File: config.mk
export PLATFORM = sky130hd
export DESIGN_NAME = fetch_queue
export DESIGN_NICKNAME = d
export VERILOG_FILES = /design/src/rtl/fetch_queue.sv
export SDC_FILE = /design/constraint.sdc
export NUM_CORES = 1
export LEC_CHECK = 0
export BUFFER_PORTS_ARGS = -buffer_cell sky130_fd_sc_hd__buf_2
export CAP_MARGIN = 15
export CORE_UTILIZATION = 55
export DETAILED_ROUTE_END_ITERATION = 16
export PLACE_DENSITY = 0.89
export SYNTH_ARGS = -nofsm -noshare
export SYNTH_HDL_FRONTEND = slang
export SYNTH_SLANG_ARGS = --single-unit
export TNS_END_PERCENT = 30
File: constraint.sdc
create_clock -name clk -period 7.3 [get_ports clk]
set_input_delay 1.095 -clock clk [delete_from_list [all_inputs] [get_ports clk]]
set_output_delay 1.095 -clock clk [all_outputs]
set_load 0.01 [all_outputs]
File: src/rtl/fetch_queue.sv
// fetch_queue: in-order instruction/PC buffer between fetch and decode.
// Reserves a slot per outstanding fetch request and discards stale responses after a redirect.
module fetch_queue #(
    parameter int DEPTH = 4
) (
    input  logic        clk,
    input  logic        rst,
    input  logic        req_issue,
    input  logic        in_valid,
    input  logic [31:0] in_inst,
    input  logic [63:0] in_pc,
    output logic        fetch_en,
    input  logic        flush,
    output logic        out_valid,
    output logic [31:0] out_inst,
    output logic [63:0] out_pc,
    input  logic        out_ready,
    output logic        overflow
);
    localparam int AW = $clog2(DEPTH);
    localparam logic [AW:0] FULL = DEPTH[AW:0];

    logic [95:0]   mem [DEPTH];
    logic [AW-1:0] rptr, wptr;
    logic [AW:0]   count;
    logic          pend, drop;
    logic          pop, push;

    always_comb begin
        out_valid = count != '0;
        pop       = out_valid && out_ready;
        // at full, a same-cycle pop frees the slot being written
        push      = in_valid && !drop && (count != FULL || pop);
        fetch_en  = ({1'b0, count} + {{(AW + 1){1'b0}}, pend}) < {1'b0, FULL};
        out_inst  = out_valid ? mem[rptr][95:64] : '0;
        out_pc    = out_valid ? mem[rptr][63:0] : '0;
    end

    always_ff @(posedge clk) begin
        if (push && !flush)
            mem[wptr] <= {in_inst, in_pc};
    end

    always_ff @(posedge clk or negedge rst) begin
        if (!rst) begin
            rptr     <= '0;
            wptr     <= '0;
            count    <= '0;
            pend     <= 1'b0;
            drop     <= 1'b0;
            overflow <= 1'b0;
        end else if (flush) begin
            rptr  <= '0;
            wptr  <= '0;
            count <= '0;
            pend  <= req_issue || (pend && !in_valid);
            drop  <= !req_issue && !in_valid && pend;
        end else begin
            if (push)
                wptr <= wptr + 1'b1;
            if (pop)
                rptr <= rptr + 1'b1;
            if (push && !pop)
                count <= count + 1'b1;
            else if (pop && !push)
                count <= count - 1'b1;
            pend     <= req_issue || (pend && !in_valid);
            drop     <= drop && !in_valid;
            overflow <= overflow || (in_valid && !drop && !push);
        end
    end
endmodule

==> results_dict.tcl, run 1 <==
set metrics [dict create \
    nets 1000 \
    ctsResizeCount 0 \
    path_clk_slew_ps 60 \
    dp_slack_ps 3400 \
    rsz0062_at_grt "no" \
    cp-start-kind "flip-flop" \
    cts_root_buffer "clkbuf_16" \
    avgSynthCellArea_um2 22.2 \
    yosysSeqAreaShare_pct 77.9 \
    wirelength_um 27200 \
    insertion_delay_ps 510 \
    intPower_mw 4.53 \
    cts_hold_buffers 0 \
    die_h_um 168 \
    max-clock-path-buffers 3 \
    p_sw_mw 1.68 \
    drive_above_1_share_pct 40.0 \
    power.density_nw_per_um2 351 \
    tns_ps 0 \
    grt_pass1_vias 7638 \
    netlist_instances 680 \
    fin_skew_ps 13.1 \
    synth_ff_type "edfxtp_1" \
    cts_buffers 39 \
    ys_warn_count 0 \
    vias 7210 \
    synth_cell_types 30 \
    firstDrtPassIters 5 \
    die_x_um 168 \
    crit_fanout 44 \
    synth_edf_count 384 \
    die_area_um2 28200 \
    drtIter0Drc 580 \
    hpwl_um 16500 \
    status "finished, final reports clean" \
    yosys_register_bits 394 \
    post_cts_buffers 0 \
    ant_nets 0 \
    ios 201 \
    cts_tree "done" \
    final_cell_mix "384 x edfxtp_1, 200 x buf_2, 96 x mux4_2, 96 x and2_1, 41 x clkbuf_16" \
    slew_headroom_pct 40.6 \
    h-tree-depth 2 \
    initial_core_util_pct 56.1 \
    place.gp.congestion 0.702 \
    rows 60 \
    worst-endpoint-required_ps 6200 \
    power_frac_seq_pct 43.6 \
    grt-ovfl-total 0 \
    viasPerCell 5.70 \
    route.detailed.drc 0 \
    dpl.cell_count 1193 \
    slew_violations 0 \
    io_buffers 200 \
    grt_usage_pct 19.9 \
    final_cells 1266 \
    wire_per_inst_um 21.5 \
    yosys.area.top_type "edfxtp_1" \
    synth_top_area_share_pct 76.2 \
    switching_share_pct 27.0 \
    final_common_cell "edfxtp_1" \
    grt_max_degree 94 \
    pwr-share-comb_pct 25.2 \
    cap_viol_max_count 0 \
    async_reset_ff_share_pct 2.54 \
    path_class "flip-flop to output pin" \
    setup-violations-final 0 \
    worst-slew-pin-transition_ps 891 \
    area_growth_pct 17.1 \
    finalCriticalPeriod_ps 4330 \
    synthesis.area_um2 15100 \
    ir_drop_mv 0.219 \
    p_clk_share_pct 31.2 \
    p_leak_nw 6.07 \
    cts.sinks 394 \
    critPathCaptureType "output pin" \
    core_um2 27000 \
    holdCritPathClass "input port to asynchronous set/reset pin" \
    antenna_found_initial 4 \
    synth_nets 787 \
    fin_ws_ps 2970 \
    grt_pass1_wl_um 42500 \
    fmax_mhz 231 \
    cp.arrival_ps 3230 \
    synth_area_leaders "edfxtp_1 76%, mux4_2 14%, and2_1 4.1%" \
    finalCritPeriodShare_pct 59.3 \
    hold_viol_final 0 \
]
==> state kept, by name, indices dropped and copies added, names as in the netlist <==
register,flops
count,3
drop,1
mem,384
overflow,1
pend,1
rptr,2
wptr,2
==> synth_stat cells (2+ instances only) <==
cell type and instances:
and2_1 100, or3_1 2, a21oi_1 3, nand3_1 2, mux2_2 2, buf_6 2, nor2b_1 2, a21o_1 3
nand2_1 2, inv_1 5, a31oi_1 2, dfrtp_1 10, o21ai_0 2, nor2_1 11, buf_8 2, ha_1 4
mux4_2 96, clkbuf_1 17, nand2b_1 2, nor3_1 2, buf_2 15, edfxtp_1 384, xor2_1 3
==> worst max-delay path, stage by stage (launching register included) <==
cell	delay (ps)
dfrtp_4	980
buf_4	720
mux4_2	590
and2_1	190
buf_2	150
==> layer usage <==
layer  vias up  global-route usage (%)  part of all wire [%]
li1       3194                       -                     -
met1      3725                    26.2                    41
met2       241                    33.3                    50
met3        44                    5.41                   7.1
met4         6                    5.31                   1.7
met5         -                       0                  0.15
==> area by class of cell <==
| class | instances | area, µm² |
|---|---|---|
| diodes | 3 | 7.51 |
| clock buffers | 48 | 1050 |
| clock inverters | 22 | 206 |
| fillers | 1737 | 9250 |
| inverters | 5 | 18.8 |
| multi-input cells | 245 | 3140 |
| flip-flops and latches | 394 | 11800 |
| well taps | 341 | 427 |
| repair buffers | 208 | 1060 |
==> path summary, 6_finish.rpt <==
kind / start / to / slack [ps] / cells after the start
setup / recovery: rptr[0]$_DFFE_PN0P_ / out_inst[2] / 2970 / 4
hold / removal: rst / drop$_DFF_PN0_ / 450 / 1
setup reg to reg: count[0]$_DFFE_PN0P_ / count[2]$_DFFE_PN0P_ / 4310 / 8
hold reg to reg: overflow$_DFFE_PN0N_ / overflow$_DFFE_PN0N_ / 490 / 1
max in group asynchronous: rst / rptr[0]$_DFFE_PN0P_ / 6620 / 1
min in group clk: overflow$_DFFE_PN0N_ / overflow$_DFFE_PN0N_ / 490 / 1
==> kinds of logic after synthesis <==
group | share of synthesized area [%]
flip-flops | 77.9
AND/OR/NAND/NOR | 5.07
multiplexers | 14.4
buffers and inverters | 1.39
AO/OA/AOI/OAI | 0.496
adder cells (fa/ha/maj) | 0.463
XOR/XNOR | 0.232
==> power by group through the flow <==
stage / sequential [mW] / clock [mW] / combinational [mW]
6_report: 2.71 / 1.94 / 1.56
5_1_grt: 2.73 / 2.06 / 1.70
4_1_cts: 2.72 / 1.98 / 1.59
3_5_place_dp: 2.76 / 0 / 1.58
3_3_place_gp: 2.76 / 0 / 1.56
2_1_floorplan: 2.68 / 0 / 1.12
==> metrics by stage <==
step	util (%)	power, mW	instance area (µm²)	hold slack, ps
5_1_grt	65.7	6.49	17700	444
2_1_floorplan	-	3.80	15100	475
3_3_place_gp	61.0	4.32	16400	437
6_report	65.7	6.21	17700	448
3_5_place_dp	61.0	4.35	16400	461
4_1_cts	65.7	6.29	17700	431
Power figures use the tool's default switching activity.
==> run 2, diff against run 1 <==
==> constraint.sdc (replaced) <==
create_clock -name clk -period 4.25 [get_ports clk]
set_input_delay 0.6375 -clock clk [delete_from_list [all_inputs] [get_ports clk]]
set_output_delay 0.6375 -clock clk [all_outputs]
set_load 0.01 [all_outputs]
==> run 2 against run 1 <==
Clock power grew 78%. Sequential power is 68% higher. Global-route usage grew 0.21 points. Register-to-register slack got worse by 2900 ps. Cell count is 0.47% higher. Wire length grew 1.5%. Worst hold slack got worse by 140 ps. Total power up 74%. Non-clock buffer count grew 4. Critical endpoint is now out_pc[34].
==> results_dict.tcl, run 2 (synthesized netlist as in run 1, its figures left out) <==
set metrics [dict create \
    status "finished, final reports clean" \
    firstDrtPassIters 4 \
    die_area_um2 28200 \
    p_total_mw 10.8 \
    worst-slew-pin-transition_ps 942 \
    finalCritPeriodShare_pct 78.5 \
    rows 60 \
    grt_pass1_wl_um 42400 \
    cts_root_buffer "clkbuf_16" \
    path_class "flip-flop to output pin" \
    route.detailed.drc 0 \
    pwr-share-comb_pct 25.8 \
    intPower_mw 7.89 \
    cap_viol_max_count 0 \
    cp-start-kind "flip-flop" \
    initial_core_util_pct 56.1 \
    antenna_found_initial 10 \
    final_cells 1272 \
    fin_skew_ps 13.9 \
    area_growth_pct 18.1 \
    critPathCaptureType "output pin" \
    p_sw_mw 2.91 \
    grt_max_degree 99 \
    max-clock-path-buffers 3 \
    dpl.cell_count 1196 \
    die_x_um 168 \
    io_buffers 200 \
    cts_tree "done" \
    largest_reg_flops 384 \
    p_clk_share_pct 32.0 \
    ant_nets 0 \
    ios 201 \
    grt-ovfl-total 0 \
    wirelength_um 27600 \
    hpwl_um 15800 \
    design_area_um2 17900 \
    h-tree-depth 2 \
    drtIter0Drc 648 \
    place_area_um2 16500 \
    ir_drop_mv 0.496 \
    die_h_um 168 \
    cts.sinks 394 \
    worst-endpoint-required_ps 3610 \
    rsz0062_at_grt "no" \
    largestRegisters "mem: 384 flops, count: 3 flops" \
    final_cell_mix "384 x edfxtp_1, 200 x buf_2, 96 x mux4_2, 96 x and2_1, 43 x clkbuf_16" \
    ctsResizeCount 0 \
    cts_buffers 41 \
    wire_per_inst_um 21.7 \
    power_frac_seq_pct 42.2 \
    final_common_cell "edfxtp_1" \
    holdCritPathClass "input port to flip-flop" \
    largest-register "mem" \
    viasPerCell 5.66 \
    fmax_mhz 300 \
    drive_above_1_share_pct 40.6 \
    finalCriticalPeriod_ps 3340 \
    path_clk_slew_ps 60 \
    cts_hold_buffers 1 \
    grt_usage_pct 20.2 \
    setup-violations-final 0 \
    power.density_nw_per_um2 605 \
    tns_ps 0 \
    grt_pass1_vias 7554 \
    switching_share_pct 27.0 \
    insertion_delay_ps 520 \
    hold_viol_final 0 \
    vias 7196 \
    core_um2 27000 \
    post_cts_buffers 0 \
    cp.arrival_ps 2700 \
    p_leak_nw 6.14 \
    slew_headroom_pct 37.2 \
    nets 1006 \
    crit_fanout 55 \
    place.gp.congestion 0.717 \
    num-fill-cells 1678 \
    slew_violations 0 \
    r2r_setup_slack_ps 1450 \
]
==> run 2: cell count changes in the layout (fill, tap and decap cells not counted), moves of 2 or more <==
cell	before	now
inv_6	0	2
buf_12	0	5
buf_4	8	6
clkinv_1	10	7
clkbuf_16	41	43
==> run 2: path summary, 6_finish.rpt <==
check / start / depth (start not counted) / end
max reg2reg: count[2]$_DFFE_PN0P_ / 7 / count[2]$_DFFE_PN0P_
min: in_valid / 2 / drop$_DFF_PN0_
max in group asynchronous: rst / 2 / rptr[1]$_DFFE_PN0P_
max: count[1]$_DFFE_PN0P_ / 4 / out_pc[34]
min in group asynchronous: rst / 2 / overflow$_DFFE_PN0N_
min reg2reg: overflow$_DFFE_PN0N_ / 1 / overflow$_DFFE_PN0N_
==> run 2: worst max-delay path, cell delays in order, from the launching register on <==
cell and delay [ps]:
dfrtp_1 430, or3_2 910, buf_4 430, and2_1 210
buf_2 140
==> run 2: layer usage <==
metal | vias up | part of all wire, % | global-route usage (%)
met1 | 3632 | 40 | 27.0
met2 | 307 | 49 | 33.0
met4 | 10 | 2.2 | 6.50
li1 | 3196 | - | -
met3 | 51 | 7.9 | 5.03
met5 | - | 0.21 | 0
==> run 2: per-stage QoR <==
stage	util (%)	hold WS [ps]	setup WS, ps
2_1_floorplan	-	342	257
3_3_place_gp	61.3	441	1470
3_5_place_dp	61.3	450	1410
4_1_cts	66.2	285	869
5_1_grt	66.2	299	754
6_report	66.3	313	913
==> run 2: power groups by stage <==
stage / Clock, mW / Combinational [mW] / Sequential, mW
6_report: 3.46 / 2.79 / 4.55
2_1_floorplan: 0 / 1.93 / 4.60
3_3_place_gp: 0 / 2.79 / 4.62
3_5_place_dp: 0 / 2.83 / 4.64
4_1_cts: 3.52 / 2.85 / 4.56
5_1_grt: 3.66 / 3.04 / 4.57
==> run 2: layout make-up <==
class / instances / area (µm²) / area share [%]
Sequential cell: 394 / 11800 / 66.0
Multi-Input combinational cell: 245 / 3140 / 17.6
Timing Repair Buffer: 212 / 1160 / 6.47
Clock buffer: 50 / 1100 / 6.17
Tap cell: 341 / 427 / 2.39
Clock inverter: 21 / 210 / 1.18
Inverter: 5 / 18.8 / 0.105
Antenna cell: 4 / 10.0 / 0.0561
